==> config.mk <==
export PLATFORM = sky130hd
export DESIGN_NAME = alu_issue
export DESIGN_NICKNAME = d
export VERILOG_FILES = /design/src/rtl/alu_issue.sv
export SDC_FILE = /design/constraint.sdc
export NUM_CORES = 1
export LEC_CHECK = 0
export CORE_UTILIZATION = 44
export DETAILED_ROUTE_END_ITERATION = 8
export PLACE_DENSITY = 0.86
export SLEW_MARGIN = 20
export SYNTH_ARGS = -nofsm -noshare
export SYNTH_HDL_FRONTEND = slang
export SYNTH_SLANG_ARGS = --single-unit
export TNS_END_PERCENT = 5
==> constraint.sdc <==
create_clock -name clk -period 7.2 [get_ports clk]
set_clock_uncertainty 0.2 [all_clocks]
set_input_delay 1.08 -clock clk [delete_from_list [all_inputs] [get_ports clk]]
set_output_delay 1.08 -clock clk [all_outputs]
set_load 0.03 [all_outputs]
==> src/rtl/alu_issue.sv <==
// Decode/issue stage: turns RV32I OP, OP-IMM and LUI instructions into ALU
// operands and a function code, held in a one-entry ID/EX register.
module alu_issue #(
  parameter int unsigned N  = 32,
  parameter int unsigned FW = 4
) (
  input  logic          clk,
  input  logic          rst,
  input  logic          in_valid,
  output logic          in_ready,
  input  logic [31:0]   instr,
  input  logic [N-1:0]  rs1_data,
  input  logic [N-1:0]  rs2_data,
  input  logic          flush,
  input  logic          ex_ready,
  output logic          ex_valid,
  output logic [N-1:0]  ex_x,
  output logic [N-1:0]  ex_y,
  output logic [FW-1:0] ex_funct,
  output logic [4:0]    ex_rd,
  output logic          ex_wen,
  output logic          illegal
);

  localparam logic [FW-1:0] FnAnd = FW'(0);
  localparam logic [FW-1:0] FnOr  = FW'(1);
  localparam logic [FW-1:0] FnXor = FW'(2);
  localparam logic [FW-1:0] FnSlt = FW'(4);
  localparam logic [FW-1:0] FnSll = FW'(5);
  localparam logic [FW-1:0] FnSrl = FW'(6);
  localparam logic [FW-1:0] FnAdd = FW'(7);
  localparam logic [FW-1:0] FnSub = FW'(8);
  localparam logic [FW-1:0] FnSra = FW'(9);

  localparam logic [6:0] OpReg = 7'b0110011;
  localparam logic [6:0] OpImm = 7'b0010011;
  localparam logic [6:0] OpLui = 7'b0110111;

  logic [6:0]    w_opcode;
  logic [2:0]    w_funct3;
  logic          w_f7_zero;
  logic          w_f7_alt;
  logic [N-1:0]  w_imm;
  logic [N-1:0]  w_shamt_imm;
  logic [N-1:0]  w_shamt_reg;
  logic [N-1:0]  w_x;
  logic [N-1:0]  w_y;
  logic [FW-1:0] w_funct;
  logic          w_ill;
  logic          w_accept;

  logic          r_valid;
  logic [N-1:0]  r_x;
  logic [N-1:0]  r_y;
  logic [FW-1:0] r_funct;
  logic [4:0]    r_rd;
  logic          r_wen;
  logic          r_illegal;

  assign w_opcode    = instr[6:0];
  assign w_funct3    = instr[14:12];
  assign w_f7_zero   = (instr[31:25] == 7'b0000000);
  assign w_f7_alt    = (instr[31:25] == 7'b0100000);
  assign w_imm       = {{(N-12){instr[31]}}, instr[31:20]};
  // The ALU shifts by the full y, so the shift amount must be masked to 5 bits.
  assign w_shamt_imm = {{(N-5){1'b0}}, instr[24:20]};
  assign w_shamt_reg = {{(N-5){1'b0}}, rs2_data[4:0]};

  always_comb begin
    w_x     = rs1_data;
    w_y     = rs2_data;
    w_funct = FnAdd;
    w_ill   = 1'b0;
    case (w_opcode)
      OpReg: begin
        case (w_funct3)
          3'b000: begin
            w_funct = w_f7_alt ? FnSub : FnAdd;
            w_ill   = !(w_f7_zero || w_f7_alt);
          end
          3'b001: begin
            w_funct = FnSll;
            w_y     = w_shamt_reg;
            w_ill   = !w_f7_zero;
          end
          3'b010: begin
            w_funct = FnSlt;
            w_ill   = !w_f7_zero;
          end
          3'b100: begin
            w_funct = FnXor;
            w_ill   = !w_f7_zero;
          end
          3'b101: begin
            w_funct = w_f7_alt ? FnSra : FnSrl;
            w_y     = w_shamt_reg;
            w_ill   = !(w_f7_zero || w_f7_alt);
          end
          3'b110: begin
            w_funct = FnOr;
            w_ill   = !w_f7_zero;
          end
          3'b111: begin
            w_funct = FnAnd;
            w_ill   = !w_f7_zero;
          end
          default: w_ill = 1'b1;
        endcase
      end
      OpImm: begin
        w_y = w_imm;
        case (w_funct3)
          3'b000: w_funct = FnAdd;
          3'b001: begin
            w_funct = FnSll;
            w_y     = w_shamt_imm;
            w_ill   = !w_f7_zero;
          end
          3'b010: w_funct = FnSlt;
          3'b100: w_funct = FnXor;
          3'b101: begin
            w_funct = w_f7_alt ? FnSra : FnSrl;
            w_y     = w_shamt_imm;
            w_ill   = !(w_f7_zero || w_f7_alt);
          end
          3'b110: w_funct = FnOr;
          3'b111: w_funct = FnAnd;
          default: w_ill = 1'b1;
        endcase
      end
      OpLui: begin
        w_x     = '0;
        w_y     = {instr[31:12], 12'b0};
        w_funct = FnAdd;
      end
      default: w_ill = 1'b1;
    endcase
  end

  assign in_ready = !flush && (!r_valid || ex_ready);
  assign w_accept = in_valid && in_ready;

  always_ff @(posedge clk or posedge rst) begin
    if (rst) begin
      r_valid   <= 1'b0;
      r_x       <= '0;
      r_y       <= '0;
      r_funct   <= '0;
      r_rd      <= '0;
      r_wen     <= 1'b0;
      r_illegal <= 1'b0;
    end else if (flush) begin
      r_valid   <= 1'b0;
      r_illegal <= 1'b0;
    end else begin
      r_illegal <= w_accept && w_ill;
      if (w_accept && !w_ill) begin
        r_valid <= 1'b1;
        r_x     <= w_x;
        r_y     <= w_y;
        r_funct <= w_funct;
        r_rd    <= instr[11:7];
        r_wen   <= (instr[11:7] != 5'd0);
      end else if (ex_ready) begin
        r_valid <= 1'b0;
      end
    end
  end

  assign ex_valid = r_valid;
  assign ex_x     = r_x;
  assign ex_y     = r_y;
  assign ex_funct = r_funct;
  assign ex_rd    = r_rd;
  assign ex_wen   = r_wen;
  assign illegal  = r_illegal;

endmodule

* Yosys cells after proc, flatten, opt, wreduce, memory -nomap -nowiden
Index checks and enable logic that the tools add are counted.
Storage, ports and cells: flip-flop bits (word level) 76, latch bits 0, bits in writable memories 0, memory bits (read-only) 0, output and inout port bits 77, memories kept 0
Cells by class: add/sub/neg operators 0, multipliers 0, divide/modulo/power cells 0, order comparisons 0, eq/ne operators 10, shift operators 0, multiplexer cells 16, bitwise gates (word level) 1, reductions and logical operators 20
Operators by type and width (count):
- $mux W32 | 3
- $pmux W32 S3 | 1
- $pmux W4 S7 | 1
- $pmux W4 S6 | 1
- $eq A7 B6 Y1 const B | 3
- $eq A3 B3 Y1 const B | 4
- $reduce_or A5 Y1 | 2
- $mux W4 | 2
- $pmux W4 S2 | 1
- $eq A7 B5 Y1 const B | 1
- $logic_not A7 Y1 | 1
- $pmux W1 S3 | 2
- $logic_not A1 Y1 | 5
- $reduce_bool A5 Y1 | 1
- $logic_and A1 B1 Y1 | 4
- $mux W1 | 4
- $reduce_or A2 Y1 | 2
- $eq A3 B1 Y1 const B | 1
- $eq A3 B2 Y1 const B | 1
- $logic_not A3 Y1 | 1
- $reduce_bool A3 Y1 | 1
- $logic_or A1 B1 Y1 | 2
- $pmux W1 S2 | 1
- $reduce_and A2 Y1 | 1
- $not A1 Y1 | 1

* Logic depth before layout (Yosys ltp)
Gate-level depths: netlist (run 1).
depth after elaboration 9, gate-level depth with buffers 8, gate-level depth less buffers 5

* Least setup slack after synthesis (run 1)
No wires, ideal clock.
path type input-to-reg, from input port ex_ready, to register r_rd[0] (netlist: ex_rd[0]), setup time 0.128 ns, arrival time 2.802 ns, required time 6.872 ns, slack 4.070 ns, stages on the path 7, cell sequence nand2b_1 > nor2b_1 > nand2_1 > nor4_2 > buf_4 > buf_6 > mux2_1
On the way: cells in the longest elaborated chain, start to end 5
RTL lines:
- start: declaration | line 15 | input logic ex_ready,
- $logic_or A1 B1 Y1 | line 140 | assign in_ready = !flush && (!r_valid || ex_ready);
- $logic_and A1 B1 Y1 | line 140
- net in_ready | line 10 | output logic in_ready,
- $logic_and A1 B1 Y1 | line 141 | assign w_accept = in_valid && in_ready;
- $logic_and A1 B1 Y1 | line 157 | if (w_accept && !w_ill) begin
- $reduce_and A2 Y1 (no line)
- end signal: assignment | line 162 | r_rd <= instr[11:7];
- end: declaration | line 56 | logic [4:0] r_rd;
The timed path passes the listed nets, and every way through them passes these cells. A chain may end at the register's enable or synchronous reset.

* Final worst setup path (run 1)
from input port ex_ready, to output port in_ready
On the way: cells in the longest elaborated chain, start to end 2
RTL lines (line):
- $logic_or A1 B1 Y1 | 140
- $logic_and A1 B1 Y1 | 140
- end: declaration | 10
No other way between the ends.

==> key figures, run 1 <==
Synth
  – Synth Warn #: 0
  – Synthesis-stage register bit count: 76
  – Register area share after synthesis: 0.510
  – EDFF count, synth: 0
  – Synth Instances: 335
  – Synth top area share: 0.510
  – Synth cell types: 41
  – Synthesized cell area: 0.00373 mm2
  – Syn nets: 436
  – Ys flop type: dfrtp_1
  – Yosys top cell by area: dfrtp_1
  – Fraction of registers with async set/reset: 1.00
  – Synth area leaders: dfrtp_1, mux2i_1, mux2_1, a221o_1, nand2_1
  – Syn avg cell area: 11.1 um2

Critical path
  – Crit path arrival time: 2.53 ns
  – Startpoint Class: primary input
  – RR Startpoint: ex_valid$_DFFE_PP0P_
  – Setup slack, reg-to-reg: 4.80 ns
  – CP Capture Type: output pin
  – Max FO, Critical Path: 2
  – Crit Path Class: primary input to output pin
  – CP required: 5.92 ns
  – Crit path launch: ex_ready

Power and ir drop
  – Clock network fraction of total power: 0.339
  – Internal power: 862 uW
  – Worst VDD drop: 116 uV
  – Comb pwr share: 0.249
  – Pwr dens: 203 mW/mm2
  – Net switching power: 321 uW
  – Switching Share: 0.271
  – Static leakage: 2.69 nW
  – Seq pwr share: 0.412

Timing
  – Period minus WS final: 3.81 ns
  – Final setup violation count: 0
  – Final Cycle Share: 0.529
  – RSZ-0062 raised after global routing: no
  – Post-route setup slack: 3.39 ns
  – Final Hold Viols: 0
  – Worst Tran Pin Value: 0.955 ns
  – Setup TNS: 0 ns
  – Peak Freq: 262 MHz
  – Slew Limit Fails: 0
  – Slew HR: 0.363

Floorplan
  – Chip height: 94.0 um
  – Die width: 94.0 um
  – Boundary Pins: 178
  – Core Rows: 33
  – Initial Utilization: 0.453
  – Die area: 0.00884 mm2
  – Core area: 0.00822 mm2

Global routing
  – Congestion Overflow GR: 0
  – Largest net degree at the start of global routing: 77
  – Wire length of the first global-routing pass: 15.6 mm
  – Vias in the first global route: 3261
  – Gr usage total: 0.233
  – Initial antenna violation count: 0

Clock tree
  – Max Root-Sink Buffers: 2
  – Clock Latency Late Sink: 0.34 ns
  – Clock sinks: 76
  – CTS H-tree depth: 3
  – Postcts setup bufs: 0
  – Post_cts resized: 0
  – CTS Root Cell: clkbuf_8
  – CTS buffer count: 9
  – TritonCTS clock tree: yes
  – Clock slew at reported path FFs: 0.07 ns
  – Hold-fix buffers, CTS: 0

Final layout
  – FILL cells: 579
  – Finished Layout Cells: 618
  – Fin util: 0.710
  – Final nets: 609
  – Ant diodes: 0
  – Layout cells sized above 1: 0.0858
  – Area used by multi-input combinational logic: 0.00159 mm2
  – Area added between synthesis and finish: 56.5%
  – Flip-flop and latch area: 0.00190 mm2

Place
  – Pre-CTS setup slack: 3.12 ns
  – IO Port Bufs: 177
  – Cell total after placement: 602
  – RD Place Congestion: 0.894
  – DP HPWL: 7.09 mm

Hold path
  – Min-delay src: ex_y[2]$_DFFE_PP0P_
  – Worst hold path class: register to register

Run
  – Max-Cap Viols: 0

Route
  – DR vias: 3168
  – Routed len/inst: 16.2 um
  – Vias per cell: 5.13
  – Initial drt markers: 119
  – Routed WL: 10.0 mm
  – DRT Pass-1 Iters: 4
  – Remaining routing DRC violations: 0
  – Routed Antenna Nets: 0

Run status
  – Status: complete, no violations
## critical path, stage by stage
cell	delay [ns]
clkdlybuf4s50_1	0.45
nand2b_1	0.11
nor2b_1	0.18
clkdlybuf4s50_1	0.71
## layout by cell type, fill, tap and decap left out, types with 2 or more instances in the layout
cell,synthesis,layout
nor3_1,4,4
o21ai_0,3,3
buf_4,4,5
nand2b_1,4,4
nand2_1,48,48
nand3_1,7,7
mux2_1,25,25
clkinv_2,0,2
inv_1,38,37
mux2_2,14,14
a22o_1,6,6
o21bai_1,3,2
clkdlybuf4s50_1,0,177
a21oi_1,3,3
nor2_1,5,5
clkbuf_8,0,11
bufinv_16,0,3
dfrtp_1,76,76
mux2i_1,35,35
a221o_1,20,20
nor2b_1,2,2
## synthesized netlist by cell type, drive strengths merged (2+ instances only)
library cell / n
nand2: 48
buf: 8
mux2i: 35
nor2b: 2
o21ai: 3
o21bai: 3
nand2b: 4
nor4: 3
nand3: 7
a221o: 20
a22o: 6
clkbuf: 12
inv: 38
dfrtp: 76
or2: 2
nor2: 6
mux2: 39
a21oi: 3
nor3: 5
## registers in the layout (all words and copies together) (netlist names)
register / flops
illegal: 1
ex_y: 32
ex_valid: 1
ex_x: 32
ex_rd: 5
ex_wen: 1
ex_funct: 4
## routing by layer
metal	up-vias	global-route usage	share of wire
li1	1510	-	-
met1	1514	0.270	0.41
met2	137	0.400	0.48
met3	7	0.0825	0.096
met4	0	0.0782	0.010
met5	-	0	0
## final timing paths
check,endpoint,cells after the start
worst max-delay path,in_ready,4
worst max register to register,ex_y[10]$_DFFE_PP0P_,6
worst min-delay path,ex_y[2]$_DFFE_PP0P_,1
min in group asynchronous,ex_x[10]$_DFFE_PP0P_,3
worst min register to register,ex_y[2]$_DFFE_PP0P_,1
max in group asynchronous,ex_y[17]$_DFFE_PP0P_,3
## area by class of cell
type                    count  area share
clock buffers              12      0.0266
repair buffers            182       0.310
flip-flops and latches     76       0.326
well taps                 105      0.0225
clock inverters             4      0.0163
multi-input cells         201       0.273
inverters                  38      0.0247
## kinds of logic after synthesis
group,Yosys count,synth area share
buffers and inverters,58,0.0672
AND/OR/NAND/NOR,83,0.108
multiplexers,74,0.212
flip-flops,76,0.510
AO/OA/AOI/OAI,44,0.102
## metrics by stage
stage          cell area [um2]  total power, mW  hold WS (ns)
4_1_cts                   5820             1.20         0.295
5_1_grt                   5830             1.23         0.312
6_report                  5830             1.18         0.288
3_3_place_gp              5570            0.784         0.269
2_1_floorplan             3730            0.633         0.454
3_5_place_dp              5570            0.790         0.274
## power by group through the flow
stage	Clock, mW	Combinational [mW]	Sequential (mW)
after floorplan	0	0.0611	0.572
after global placement	0	0.291	0.493
after detailed placement	0	0.295	0.495
after CTS	0.413	0.297	0.487
after global routing	0.429	0.313	0.492
final	0.401	0.295	0.487
Power figures use the tool's default switching activity.
==> inputs of run 2 (changes only) <==
--- a/config.mk
+++ b/config.mk
@@ -5,9 +5,9 @@
 export SDC_FILE = /design/constraint.sdc
 export NUM_CORES = 1
 export LEC_CHECK = 0
-export CORE_UTILIZATION = 44
+export CORE_UTILIZATION = 37
 export DETAILED_ROUTE_END_ITERATION = 8
-export PLACE_DENSITY = 0.86
+export PLACE_DENSITY = 0.77
 export SLEW_MARGIN = 20
 export SYNTH_ARGS = -nofsm -noshare
 export SYNTH_HDL_FRONTEND = slang
==> constraint.sdc (replaced) <==
create_clock -name clk -period 3.1 [get_ports clk]
set_clock_uncertainty 0.2 [all_clocks]
set_input_delay 0.465 -clock clk [delete_from_list [all_inputs] [get_ports clk]]
set_output_delay 0.465 -clock clk [all_outputs]
set_load 0.03 [all_outputs]
==> key figures, run 2 (same netlist as run 1, synthesis figures left out) <==
Global routing
  – Wire length of the first global-routing pass: 16.5 mm (+5.3%)
  – Initial antenna violation count: 0 (unchanged)
  – Vias in the first global route: 3355 (+2.9%)
  – Congestion Overflow GR: 0 (unchanged)
  – Largest net degree at the start of global routing: 44 (-43%)
  – Gr usage total: 0.205 (-0.0285)

Floorplan
  – Core area: 0.00977 mm2 (+19%)
  – Die area: 0.0105 mm2 (+18%)
  – Initial Utilization: 0.381 (-0.0723)
  – Boundary Pins: 178 (unchanged)
  – Die width: 102 um (+8.9%)
  – Chip height: 102 um (+8.9%)
  – Core Rows: 36 (+9.1%)

Final layout
  – Ant diodes: 0 (unchanged)
  – Fin util: 0.609 (-0.101)
  – Layout cells sized above 1: 0.112 (+0.0262)
  – Final nets: 624 (+2.5%)
  – Area added between synthesis and finish: 59.6%
  – FILL cells: 817 (+41%)
  – Most frequent cells in the layout: clkdlybuf4s50_1, dfrtp_1, nand2_1
  – Most common cell after layout, fill and taps aside: clkdlybuf4s50_1

Place
  – IO Port Bufs: 177 (unchanged)
  – Pre-CTS setup slack: -0.0618 ns (-3.18 ns)
  – RD Place Congestion: 0.791 (-11%)
  – DP HPWL: 7.81 mm (+10%)

Critical path
  – Max FO, Critical Path: 15 (+13)
  – CP Capture Type: register
  – CP required: 3.16 ns (-2.76 ns)
  – Crit Path Class: primary input to register
  – Crit path arrival time: 2.86 ns (+0.33 ns)
  – RR Startpoint: ex_valid$_DFFE_PP0P_
  – Crit path launch: instr[26]
  – Startpoint Class: primary input

Power and ir drop
  – Static leakage: 2.75 nW (+2.2%)
  – Pwr dens: 430 mW/mm2 (+110%)
  – Total power: 2.56 mW (+120%)
  – Worst VDD drop: 333 uV (+190%)

Route
  – Initial drt markers: 56 (-53%)
  – Vias per cell: 4.86 (-5.2%)
  – Routed Antenna Nets: 0 (unchanged)
  – Remaining routing DRC violations: 0 (unchanged)
  – DR vias: 3208 (+1.3%)
  – Routed WL: 10.2 mm (+2.3%)
  – DRT Pass-1 Iters: 4 (unchanged)
  – Routed len/inst: 15.5 um (-4.2%)

Clock tree
  – Clock Latency Late Sink: 0.34 ns (about the same)
  – TritonCTS clock tree: yes
  – Postcts setup bufs: 0 (unchanged)
  – Hold-fix buffers, CTS: 0 (unchanged)
  – Post_cts resized: 0 (unchanged)
  – CTS H-tree depth: 3 (unchanged)
  – Clock sinks: 76 (unchanged)
  – CTS buffer count: 9 (unchanged)
  – CTS Root Cell: clkbuf_8
  – Clock slew at reported path FFs: 0.07 ns (about the same)
  – Max Root-Sink Buffers: 2 (unchanged)

Timing
  – Final Cycle Share: 0.905
  – Post-route setup slack: 0.294 ns (-3.10 ns)
  – Worst Tran Pin Value: 0.591 ns (-0.364 ns)
  – Hold slack: 0.287 ns (-0.00126 ns)
  – Slew Limit Fails: 0 (unchanged)
  – Final Hold Viols: 0 (unchanged)
  – Final setup violation count: 0 (unchanged)
  – Slew HR: 0.605 (+0.242)
  – Peak Freq: 356 MHz
  – Period minus WS final: 2.81 ns
  – RSZ-0062 raised after global routing: no

Hold path
  – Worst hold path class: register to register
  – Min-delay src: ex_y[20]$_DFFE_PP0P_

Run
  – Max-Cap Viols: 0 (unchanged)

Run status
  – Status: complete, no violations
-- run 2: final timing paths --
check                                            end  slack [ns]  depth (start not counted)
worst min register to register  ex_y[20]$_DFFE_PP0P_        0.29                          1
worst min-delay path            ex_y[20]$_DFFE_PP0P_        0.29                          1
max in group asynchronous       ex_x[15]$_DFFE_PP0P_        1.78                          3
worst max register to register   ex_x[3]$_DFFE_PP0P_        0.97                          7
min in group asynchronous       ex_x[11]$_DFFE_PP0P_        0.30                          2
worst max-delay path             ex_x[3]$_DFFE_PP0P_        0.29                          9
-- run 2: layout make-up --
| class | instances | area [um2] | share of cell area |
|---|---|---|---|
| clock inverter | 5 | 52.6 | 0.00883 |
| timing repair buffer | 197 | 1960 | 0.329 |
| multi-input combinational | 201 | 1590 | 0.267 |
| inverter | 38 | 144 | 0.0242 |
| sequential | 76 | 1900 | 0.320 |
| clock buffer | 10 | 138 | 0.0231 |
| tap | 133 | 166 | 0.0280 |
-- run 2: power by group --
group	internal, mW	switching [mW]	total (mW)
Clock	0.385	0.350	0.736
Sequential	1.08	0.0507	1.13
Combinational	0.350	0.342	0.691
-- run 2: stage by stage --
step                TNS, ns  cell area (um2)  instances
floorplan                 0             3730        335
global placement    -0.0890             5760        645
detailed placement   -0.407             5760        645
CTS                       0             5950        660
global route              0             5950        660
finish                    0             5950        660
-- run 2: critical path, stage by stage --
cell and delay (ns):
clkdlybuf4s50_1 0.44, nor4_2 0.35, buf_4 0.18, a21oi_1 0.06, o211a_1 0.26, nor4_4 0.31
buf_4 0.29, buf_4 0.27, mux2i_1 0.22
-- run 2: per-layer routing --
layer | share of wire | up-vias | GRT usage
met5 | 0 | - | 0
met4 | 0.0085 | 0 | 0.0615
met3 | 0.060 | 10 | 0.0486
met2 | 0.52 | 114 | 0.380
met1 | 0.41 | 1548 | 0.232
li1 | - | 1536 | -
==> inputs of run 3 (changes only) <==
--- a/config.mk
+++ b/config.mk
@@ -8,6 +8,7 @@
 export CORE_UTILIZATION = 37
 export DETAILED_ROUTE_END_ITERATION = 8
 export PLACE_DENSITY = 0.77
+export RECOVER_POWER = 25
 export SLEW_MARGIN = 20
 export SYNTH_ARGS = -nofsm -noshare
 export SYNTH_HDL_FRONTEND = slang
==> key figures, run 3 (same netlist as run 1, synthesis figures left out) <==
Power and ir drop
  – Total power: 2.56 mW (about the same)
  – Static leakage: 2.75 nW (-0.13%)
  – Pwr dens: 430 mW/mm2 (about the same)
  – Worst VDD drop: 333 uV (unchanged)

Route
  – Routed WL: 10.2 mm (unchanged)
  – DR vias: 3208 (unchanged)
  – Routed Antenna Nets: 0 (unchanged)
  – Remaining routing DRC violations: 0 (unchanged)
  – DRT Pass-1 Iters: 4 (unchanged)
  – Initial drt markers: 56 (unchanged)
  – Vias per cell: 4.86 (unchanged)
  – Routed len/inst: 15.5 um (unchanged)

Critical path
  – CP peak stage delay: 0.44 ns (about the same)
  – Max FO, Critical Path: 15 (unchanged)
  – Crit Path Class: primary input to register
  – CP required: 3.16 ns (about the same)
  – CP delay by family, top: buffers and inverters
  – Critical path buffers and inverters: 4 (unchanged)
  – Critical-path cell list: clkdlybuf4s50_1 -> nor4_2 -> buf_4 -> a21oi_1 -> o211a_1 -> nor4_4 -> buf_4 -> buf_4 -> mux2i_1
  – Startpoint Class: primary input
  – Crit path arrival time: 2.86 ns (about the same)
  – Critical-path top delay cell: clkdlybuf4s50_1
  – CP Capture Type: register
  – Crit-path most repeated cell: buf_4

Clock tree
  – TritonCTS clock tree: yes
  – Clock slew at reported path FFs: 0.07 ns (about the same)
  – CTS buffer count: 9 (unchanged)
  – Clock sinks: 76 (unchanged)
  – Postcts setup bufs: 0 (unchanged)
  – Hold-fix buffers, CTS: 0 (unchanged)
  – Clock Latency Late Sink: 0.34 ns (about the same)
  – CTS H-tree depth: 3 (unchanged)
  – Post_cts resized: 0 (unchanged)
  – Max Root-Sink Buffers: 2 (unchanged)
  – CTS Root Cell: clkbuf_8

Place
  – DP HPWL: 7.81 mm (unchanged)
  – IO Port Bufs: 177 (unchanged)
  – Pre-CTS setup slack: -0.0618 ns (unchanged)
  – RD Place Congestion: 0.791 (unchanged)
  – Cell total after placement: 645 (unchanged)

Timing
  – Period minus WS final: 2.81 ns (unchanged)
  – RSZ-0062 raised after global routing: no
  – Slew Limit Fails: 34 (+34)
  – Worst Tran Pin Value: 1.51 ns (+0.922 ns)
  – Final Hold Viols: 0 (unchanged)
  – Setup TNS: 0 ns (unchanged)
  – Final setup violation count: 0 (unchanged)
  – Peak Freq: 356 MHz (unchanged)
  – Final Cycle Share: 0.905 (unchanged)
  – Post-route setup slack: 0.294 ns (unchanged)
  – Hold slack: 0.287 ns (unchanged)
  – Slew HR: -0.0137 (-0.619)

Final layout
  – Final nets: 624 (unchanged)
  – Most frequent cells in the layout: clkdlybuf4s50_1, dfrtp_1, nand2_1
  – Finished Layout Cells: 660 (unchanged)
  – Layout cells sized above 1: 0.112 (unchanged)
  – Ant diodes: 0 (unchanged)
  – Most common cell after layout, fill and taps aside: clkdlybuf4s50_1
  – Area added between synthesis and finish: 59.6% (unchanged)

Global routing
  – Wire length of the first global-routing pass: 16.5 mm (unchanged)
  – Largest net degree at the start of global routing: 44 (unchanged)
  – Congestion Overflow GR: 0 (unchanged)
  – Initial antenna violation count: 0 (unchanged)
  – Vias in the first global route: 3355 (unchanged)
  – Gr usage total: 0.205 (unchanged)

Floorplan
  – Chip height: 102 um (unchanged)
  – Core Rows: 36 (unchanged)
  – Die area: 0.0105 mm2 (unchanged)
  – Core area: 0.00977 mm2 (unchanged)
  – Die width: 102 um (unchanged)
  – Initial Utilization: 0.381 (unchanged)
  – Boundary Pins: 178 (unchanged)

Run
  – Max-Cap Viols: 1 (+1)

Run status
  – Status: complete, but fails checks
  – Violated checks: capacitance limit, slew limit

Hold path
  – Worst hold path class: register to register
## run 3: path summary, 6_finish.rpt
path / end / slack, ns / cells past startpoint / start
max in group asynchronous: ex_x[15]$_DFFE_PP0P_ / 1.16 / 3 / rst
max reg2reg: ex_x[3]$_DFFE_PP0P_ / 0.97 / 7 / ex_valid$_DFFE_PP0P_
min reg2reg: ex_y[20]$_DFFE_PP0P_ / 0.29 / 1 / ex_y[20]$_DFFE_PP0P_
min in group asynchronous: ex_x[11]$_DFFE_PP0P_ / 0.73 / 2 / rst
max: ex_x[3]$_DFFE_PP0P_ / 0.29 / 9 / instr[26]
min: ex_y[20]$_DFFE_PP0P_ / 0.29 / 1 / ex_y[20]$_DFFE_PP0P_
## run 3: cell type report
type / instances / area (um2)
Fill cell: 817 / 3830
Clock inverter: 5 / 52.6
Inverter: 38 / 144
Timing Repair Buffer: 197 / 1960
Sequential cell: 76 / 1900
Clock buffer: 10 / 138
Tap cell: 133 / 166
Multi-Input combinational cell: 201 / 1590
## run 3: stage by stage
step / cell area [um2] / utilization
after detailed placement: 5760 / 0.589
final: 5950 / 0.609
after global routing: 5950 / 0.609
after floorplan: 3730 / -
after global placement: 5760 / 0.589
after CTS: 5950 / 0.609
## run 3: power by group
group | switching, mW | internal (mW) | total, mW
clock | 0.350 | 0.385 | 0.736
sequential | 0.0507 | 1.08 | 1.13
combinational | 0.342 | 0.349 | 0.691
## run 3: layer usage
layer  wire length [um]  part of all wire  up-vias  GRT usage
li1                   -                 -     1536          -
met1               4200              0.41     1548      0.232
met2               5320              0.52      114      0.380
met3                618             0.060       10     0.0486
met4                 87            0.0085        0     0.0615
met5                  0                 0        -          0
